==> src/rtl/comparison_arbiter.sv <==
// comparison_arbiter
//   Shares one combinational comparison unit among NUM_REQ requesters.
//   Round-robin arbitration on the request side, valid/ready on both sides,
//   two-stage pipeline: operand register (p1) -> result register (p2).
//   Each result is returned tagged with the id of the requester that issued it.
//   Optional feature macro: CMP_ARB_PERF_EN adds perf_issued / perf_stall
//   counters and their output ports.
module comparison_arbiter #(
  parameter int NUM_REQ       = 4,
  parameter int FUNCTION_BITS = 4,
  parameter int BIT_WIDTH     = 32,
  parameter int ID_BITS       = 2
) (
  input  logic                             clk,
  input  logic                             reset,
  input  logic [NUM_REQ-1:0]               req_valid,
  output logic [NUM_REQ-1:0]               req_ready,
  input  logic [NUM_REQ*FUNCTION_BITS-1:0] req_fn,
  input  logic [NUM_REQ*BIT_WIDTH-1:0]     req_data0,
  input  logic [NUM_REQ*BIT_WIDTH-1:0]     req_data1,
  output logic [FUNCTION_BITS-1:0]         cu_fn,
  output logic [BIT_WIDTH-1:0]             cu_data_in0,
  output logic [BIT_WIDTH-1:0]             cu_data_in1,
  input  logic [BIT_WIDTH-1:0]             cu_data_out,
  output logic                             rsp_valid,
  input  logic                             rsp_ready,
  output logic [BIT_WIDTH-1:0]             rsp_data,
  output logic [ID_BITS-1:0]               rsp_id,
  output logic                             busy
`ifdef CMP_ARB_PERF_EN
  ,
  output logic [31:0]                      perf_issued,
  output logic [31:0]                      perf_stall
`endif
);

  localparam logic [ID_BITS-1:0] LAST_ID = ID_BITS'(NUM_REQ - 1);

  // Unpacked views of the packed request buses
  logic [FUNCTION_BITS-1:0] w_fn_arr  [NUM_REQ];
  logic [BIT_WIDTH-1:0]     w_d0_arr  [NUM_REQ];
  logic [BIT_WIDTH-1:0]     w_d1_arr  [NUM_REQ];
  logic                     w_vld_arr [NUM_REQ];

  for (genvar g = 0; g < NUM_REQ; g++) begin : g_unpack
    assign w_fn_arr[g]  = req_fn[g*FUNCTION_BITS +: FUNCTION_BITS];
    assign w_d0_arr[g]  = req_data0[g*BIT_WIDTH +: BIT_WIDTH];
    assign w_d1_arr[g]  = req_data1[g*BIT_WIDTH +: BIT_WIDTH];
    assign w_vld_arr[g] = req_valid[g];
  end

  // Operand stage (p1) state
  logic                     r_vld_p1;
  logic [FUNCTION_BITS-1:0] r_fn_p1;
  logic [BIT_WIDTH-1:0]     r_d0_p1;
  logic [BIT_WIDTH-1:0]     r_d1_p1;
  logic [ID_BITS-1:0]       r_id_p1;

  // Result stage (p2) state
  logic                     r_vld_p2;
  logic [BIT_WIDTH-1:0]     r_data_p2;
  logic [ID_BITS-1:0]       r_id_p2;

  // Round-robin pointer: id of the most recently granted requester
  logic [ID_BITS-1:0]       r_rr_ptr;

  logic                     w_rsp_adv;
  logic                     w_op_adv;
  logic                     w_xfer;
  logic [NUM_REQ-1:0]       w_grant;
  logic [ID_BITS-1:0]       w_grant_id;
  logic [ID_BITS-1:0]       w_cand;

  // A stage may advance when its downstream slot is empty or being emptied
  assign w_rsp_adv = !r_vld_p2 || rsp_ready;
  assign w_op_adv  = !r_vld_p1 || w_rsp_adv;

  // Round-robin search starting just after the last granted requester
  always_comb begin
    w_xfer     = 1'b0;
    w_grant    = '0;
    w_grant_id = '0;
    w_cand     = r_rr_ptr;
    if (w_op_adv) begin
      for (int k = 0; k < NUM_REQ; k++) begin
        w_cand = (w_cand == LAST_ID) ? '0 : w_cand + 1'b1;
        if (!w_xfer && w_vld_arr[w_cand]) begin
          w_xfer     = 1'b1;
          w_grant_id = w_cand;
          w_grant    = NUM_REQ'(1) << w_cand;
        end
      end
    end
  end

  // A grant is only ever issued to a valid requester, so grant == transfer
  assign req_ready = w_grant;

  // ---- stage p0 -> p1: capture the granted request into the operand register
  // Operand register and arbitration pointer update
  always_ff @(posedge clk) begin
    if (reset) begin
      r_vld_p1 <= 1'b0;
      r_fn_p1  <= '0;
      r_d0_p1  <= '0;
      r_d1_p1  <= '0;
      r_id_p1  <= '0;
      r_rr_ptr <= LAST_ID;
    end else begin
      if (w_xfer) begin
        r_vld_p1 <= 1'b1;
        r_fn_p1  <= w_fn_arr[w_grant_id];
        r_d0_p1  <= w_d0_arr[w_grant_id];
        r_d1_p1  <= w_d1_arr[w_grant_id];
        r_id_p1  <= w_grant_id;
        r_rr_ptr <= w_grant_id;
      end else if (w_rsp_adv) begin
        r_vld_p1 <= 1'b0;
      end
    end
  end

  // Idle operand stage presents zeros to the comparison unit
  assign cu_fn       = r_vld_p1 ? r_fn_p1 : '0;
  assign cu_data_in0 = r_vld_p1 ? r_d0_p1 : '0;
  assign cu_data_in1 = r_vld_p1 ? r_d1_p1 : '0;

  // ---- stage p1 -> p2: capture the comparison unit result
  // Result register; held stable while the consumer applies backpressure
  always_ff @(posedge clk) begin
    if (reset) begin
      r_vld_p2  <= 1'b0;
      r_data_p2 <= '0;
      r_id_p2   <= '0;
    end else if (r_vld_p1 && w_rsp_adv) begin
      r_vld_p2  <= 1'b1;
      r_data_p2 <= cu_data_out;
      r_id_p2   <= r_id_p1;
    end else if (rsp_ready) begin
      r_vld_p2  <= 1'b0;
    end
  end

  assign rsp_valid = r_vld_p2;
  assign rsp_data  = r_data_p2;
  assign rsp_id    = r_id_p2;
  assign busy      = r_vld_p1 | r_vld_p2;

`ifdef CMP_ARB_PERF_EN
  logic [31:0] r_perf_issued;
  logic [31:0] r_perf_stall;

  // Free-running event counters, wrapping at 2^32
  always_ff @(posedge clk) begin
    if (reset) begin
      r_perf_issued <= '0;
      r_perf_stall  <= '0;
    end else begin
      if (w_xfer) r_perf_issued <= r_perf_issued + 32'd1;
      if (r_vld_p2 && !rsp_ready) r_perf_stall <= r_perf_stall + 32'd1;
    end
  end

  assign perf_issued = r_perf_issued;
  assign perf_stall  = r_perf_stall;
`endif

endmodule

==> config.mk <==
export PLATFORM = sky130hd
export DESIGN_NAME = comparison_arbiter
export DESIGN_NICKNAME = d
export VERILOG_FILES = /design/src/rtl/comparison_arbiter.sv
export SDC_FILE = /design/constraint.sdc
export NUM_CORES = 1
export LEC_CHECK = 0
export CORE_AREA = 2 2 164 166
export CTS_CLUSTER_DIAMETER = 30
export DETAILED_ROUTE_END_ITERATION = 10
export DIE_AREA = 0 0 166 168
export PLACE_DENSITY = 0.7
export REMOVE_ABC_BUFFERS = 1
export SETUP_SLACK_MARGIN = 0.05
export SLEW_MARGIN = 25
export SYNTH_ARGS = -nofsm -noshare
export SYNTH_HDL_FRONTEND = slang
export SYNTH_SLANG_ARGS = --single-unit
==> constraint.sdc <==
create_clock -name clk -period 3.3 [get_ports clk]
set_input_delay 0.66 -clock clk [delete_from_list [all_inputs] [get_ports clk]]
set_output_delay 0.66 -clock clk [all_outputs]
set_load 0.02 [all_outputs]
======== After elaboration in Yosys (flattened, before gate mapping) ========
Cells that the tools add are included.
Widths: inputs -> output; s select.
word-level totals
  word-level logic and storage cells ...... 95
  output and inout port bits .............. 108
  register bits ........................... 108
  memories ................................ 0
  bits of input ports ..................... 311
  memory bits (read-only) ................. 0
  RAM bits ................................ 0
  latch bits .............................. 0
cells by class
  eq/ne operators ......................... 4
  shifts and indexed selects .............. 4
  $mul .................................... 0
  multiplexer cells ....................... 50
  add/subtract/negate cells ............... 4
  reductions and logical operators ........ 13
  div/mod/pow operators ................... 0
  bitwise gates (word level) .............. 6
  magnitude comparators ................... 5
operators with widths
  cell                 count
  $mux 32              6
  $bmux 32 s2          2
  $mux 4               8
  $mux 1               20
  $mux 2               9
  $shl 1x2->4 const A  4
  $ge 3x3->1 const B   5
  $not 2->3            5
  $add 2x1->2 const B  4
  $bmux 1 s2           4
  $bmux 4 s2           1
  $eq 2x2->1 const B   4
  $logic_not 1->1      5
  $logic_and 1x1->1    4
  $reduce_bool 2->1    2
  $logic_or 1x1->1     2
  $or 1x1->1           1

======== Longest topological paths before layout ========
  word-level depth ........................ 24
  mapped depth ............................ 14
  gate-level depth less buffers ........... 8

======== Worst setup path before layout ========
OpenSTA, ideal clock, no wires.
  kind .................................... reg2out
  from .................................... register r_rr_ptr[0]
  to ...................................... output port req_ready[2]
  path buffers ............................ 3
  arrival ................................. 2.559 ns
  data required time ...................... 2.640 ns
  stages on the path, launching flop included .. 12
  slack ................................... 0.081 ns
  path through ............................ dfxtp_1 > buf_4 > inv_1 > ha_1 > buf_6 > buf_4 > nor2_1 > a22o_1 > a311o_1 > nor2_1 > a222oi_1 > a21oi_1
between the ends
  longest elaborated chain between the ends .. 20
  elaborated cells on any way between the ends .. 49
  those cells by class .................... add/sub: 4; eq/ne: 4; shift: 4; mux: 27; bitwise: 4; reduce/logical: 6
ends and longest elaborated chain
  item                                                  RTL line  text
  start: declaration                                    65        logic [ID_BITS-1:0] r_rr_ptr;
  start signal: assignment                              116       r_rr_ptr <= w_grant_id;
  $add 2x1->2 / $eq 2x2->1 (equally long branches)      86        w_cand = (w_cand == LAST_ID) ? '0 : w_cand + 1'b1;
  $mux 2 *                                              86
  branches (longest 16 deep; another with $add 2x1->2)  -
  $mux 4 *                                              87        if (!w_xfer && w_vld_arr[w_cand]) begin
  $mux 4 *                                              84        if (w_op_adv) begin
  end: declaration                                      17        output logic [NUM_REQ-1:0] req_ready,
Mark *: on every way between the ends. The select of a mux whose other input is x is not followed.

======== Worst setup path in the final report ========
  from .................................... input port req_valid[0]
  to ...................................... output port req_ready[1]
between the ends
  longest elaborated chain between the ends .. 17
  elaborated cells on any way between the ends .. 29
  those cells by class .................... mux: 23; reduce/logical: 6
ends and longest elaborated chain
  item                                       RTL line  text
  start: declaration                         16        input logic [NUM_REQ-1:0] req_valid,
  $bmux 1 s2                                 87
  $mux 1 (implied by the code) (2 in a row)  87
  $mux 1                                     87
  $mux 1                                     84
  $logic_not 1->1                            87
  $logic_and 1x1->1                          87
  $mux 1                                     87
  $mux 1                                     84
  $logic_not 1->1                            87
  $logic_and 1x1->1                          87
  $mux 1                                     87
  $mux 1                                     84
  $logic_not 1->1                            87
  $logic_and 1x1->1                          87
  $mux 4 *                                   87
  $mux 4 *                                   84
Every way passes the cells marked *; elsewhere a longest branch is shown, timed or not. The select of a mux whose other input is x is not followed.

==> results <==
[cells in the mapped netlist (all sizes together), types with 2 or more instances]
cell / number / area share, %
nand2: 149 / 8.9
mux2i: 138 / 22
dfxtp: 108 / 34
and2: 69 / 6.8
o221ai: 69 / 9.6
a21oi: 44 / 3.5
buf: 36 / 4.8
clkbuf: 32 / 1.9
nor2: 11 / 0.65
ha: 8 / 1.6
o21ai: 8 / 0.75
inv: 5 / 0.30
a222oi: 4 / 0.63
nand2b: 4 / 0.40
nor2b: 4 / 0.40
nor3: 4 / 0.32
and3b: 2 / 0.28
nand3: 2 / 0.24
o211ai: 2 / 0.32
[area by class of cell]
class                      instances  area share, %
tap                              341           3.78
clock buffer                       9           2.00
multi-input combinational        535           33.4
sequential                       108           19.2
clock inverter                     7          0.444
timing repair buffer             464           41.0
inverter                           5          0.166
[sequential cells by signal (all words and copies together), names as in the netlist]
register / flops
r_id_p1: 2
r_rr_ptr: 2
rsp_data: 32
r_fn_p1: 4
rsp_id: 2
r_d1_p1: 32
r_vld_p1: 1
r_d0_p1: 32
rsp_valid: 1
[kinds of logic (layout without fill, tap and decap cells)]
kind of cell	count (synthesis)	count (layout)	synth area share (%)
mux	140	140	22.4
compound gates	136	136	16.1
buf+inv	73	485	7.06
fa+ha+maj	8	8	1.58
xor+xnor	1	1	0.138
simple gates	250	250	18.5
flops	108	108	34.2
[power groups by stage]
stage,Sequential [W],Clock [W],Combinational [W]
global placement,0.00187,0,0.00504
floorplan,0.00196,0,0.00244
finish,0.00186,0.00106,0.00514
detailed placement,0.00188,0,0.00510
CTS,0.00186,0.00111,0.00513
global route,0.00191,0.00115,0.00551
[layer usage]
| metal | vias up | part of all wire (%) |
|---|---|---|
| met5 | - | 0 |
| met2 | 314 | 50 |
| met3 | 28 | 8.1 |
| met4 | 0 | 1.7 |
| met1 | 3212 | 40 |
| li1 | 3361 | - |
[through the flow]
step	cells	cell area (um^2)	power, W	hold slack [ns]	worst slack (ns)
finish	1469	11300	0.00806	0.455	0.0518
global route	1469	11300	0.00858	0.476	-0.0375
CTS	1468	11300	0.00809	0.455	0.0422
detailed placement	1451	11000	0.00698	0.439	-0.326
global placement	1451	11000	0.00691	0.434	-0.265
floorplan	648	5900	0.00440	0.424	-2.65
[final timing paths]
path / start / to / slack (ns) / cells after the start
hold reg to reg: rsp_data[10] / rsp_data[10] / 0.46 / 2
setup reg to reg: r_rr_ptr[0] / r_d1_p1[13] / 0.71 / 10
setup / recovery: req_valid[0] / req_ready[1] / 0.05 / 7
hold / removal: rsp_data[10] / rsp_data[10] / 0.46 / 2
[worst max-delay path, cell delays in order]
cell,delay (ns)
clkdlybuf4s50_1,0.41
buf_4,0.15
mux4_2,0.48
and3b_2,0.26
a222oi_1,0.33
a21oi_1,0.12
buf_4,0.17
[timing repair]
| action | in CTS | in global routing |
|---|---|---|
| pin swaps | 7 | 6 |
| buffers inserted | 1 | 1 |
| endpoints found under the hold margin | 0 | 0 |
| resized for setup | 27 | 5 |
| setup endpoints to repair | 4 | 4 |
==> metrics.cfg <==
[timing]
tightest_slew_ns = 0.588
finalCriticalPeriod_ns = 3.25
maxSlewViolCount = 0
finalSetupTns_ns = 0
slew_headroom_pct = 60.8
setup_viol = 0
rsz0062_at_grt = true
fmax_mhz = 308
fin_worst_skew_ns = 0.0106
hold_viol_final = 0
post-route-period-util_pct = 98.4

[floorplan]
die_h_um = 168
die_width_um = 166
die-area_um2 = 27900
core_area_um2 = 26400
initial_core_util_pct = 24.0
rows = 60
ioPinCount = 419

[finish]
fillers = 2579
drive_gt1_share_pct = 7.89
regArea_um2 = 2170
multiInputGateArea_um2 = 3760
final_nets = 1442
fin_util_pct = 42.8
num_antenna_cells = 0
layout_common_cells = clkdlybuf4s50_1 (413), nand2_1 (148), mux2i_1 (138), dfxtp_1 (105), and2_1 (69)
final_common_cell = clkdlybuf4s50_1
area_delta_synth_final_pct = 78.2

[pwr]
p_int_w = 0.00484
p_per_area_nw_per_um2 = 714
power_leakage_nw = 4.74
seq_power_share_pct = 23.1
clockPowerShare_pct = 13.2
p_sw_share_pct = 40.0
p_comb_share_pct = 63.7
ir_worst_vdd_mv = 0.474
switching_power_w = 0.00322

[synthesis]
synth_edf_count = 0
synthArstFlopShare_pct = 0
syn-cell-area_um2 = 6330
synth-seq-cells = 108
synth_cells = 716
yosys_warnings = 0
ys.flop_type = dfxtp_1
synth.avg_cell_area_um2 = 8.84
synth-seq-area-share_pct = 34.2
synth_cell_types = 45

[flow_run]
maxCapViolCount = 0

[grt]
grt_overflow = 0
grt_use_met1_pct = 20.0
grt_max_degree = 69
track_usage_pct = 17.1
met2_usage_pct = 30.6
grt_pass1_wl_mm = 38.6
use_met3_pct = 4.68
busiest_layer = met2
antenna_found_initial = 0
grt_pass1_vias = 7100

[cts]
cts_buffer_depth = 2
cts_tree = built
cts_sinks = 108
clk_latency_ns = 0.35
cts_root_buf = clkbuf_16
htreeDepth = 3
cts.clk_slew.worst_paths_ns = 0.08
numCtsBuffers = 9
cts_hold_buf = 0

[routing]
drtIter0Drc = 361
vias = 6915
via_per_inst = 4.71
drc = 0
dr.pass1.iters = 7
postRouteAntennaNets = 0
routed_wl_mm = 24.7
post_drt_wl_per_cell_um = 16.8

[placed_design]
hpwl_mm = 18.6
gp_congestion = 0.814
io_buffers = 418

[status]
status = finished clean

[setup_path]
critPathMaxFanout = 4
crit_required_ns = 2.64
cp.arrival_ns = 2.59
critical_path_class = primary input to primary output
critPathCaptureType = primary output
start_kind = primary input

[worst_hold_path]
hp-class = register to register

(Power assumes the default switching activity.)
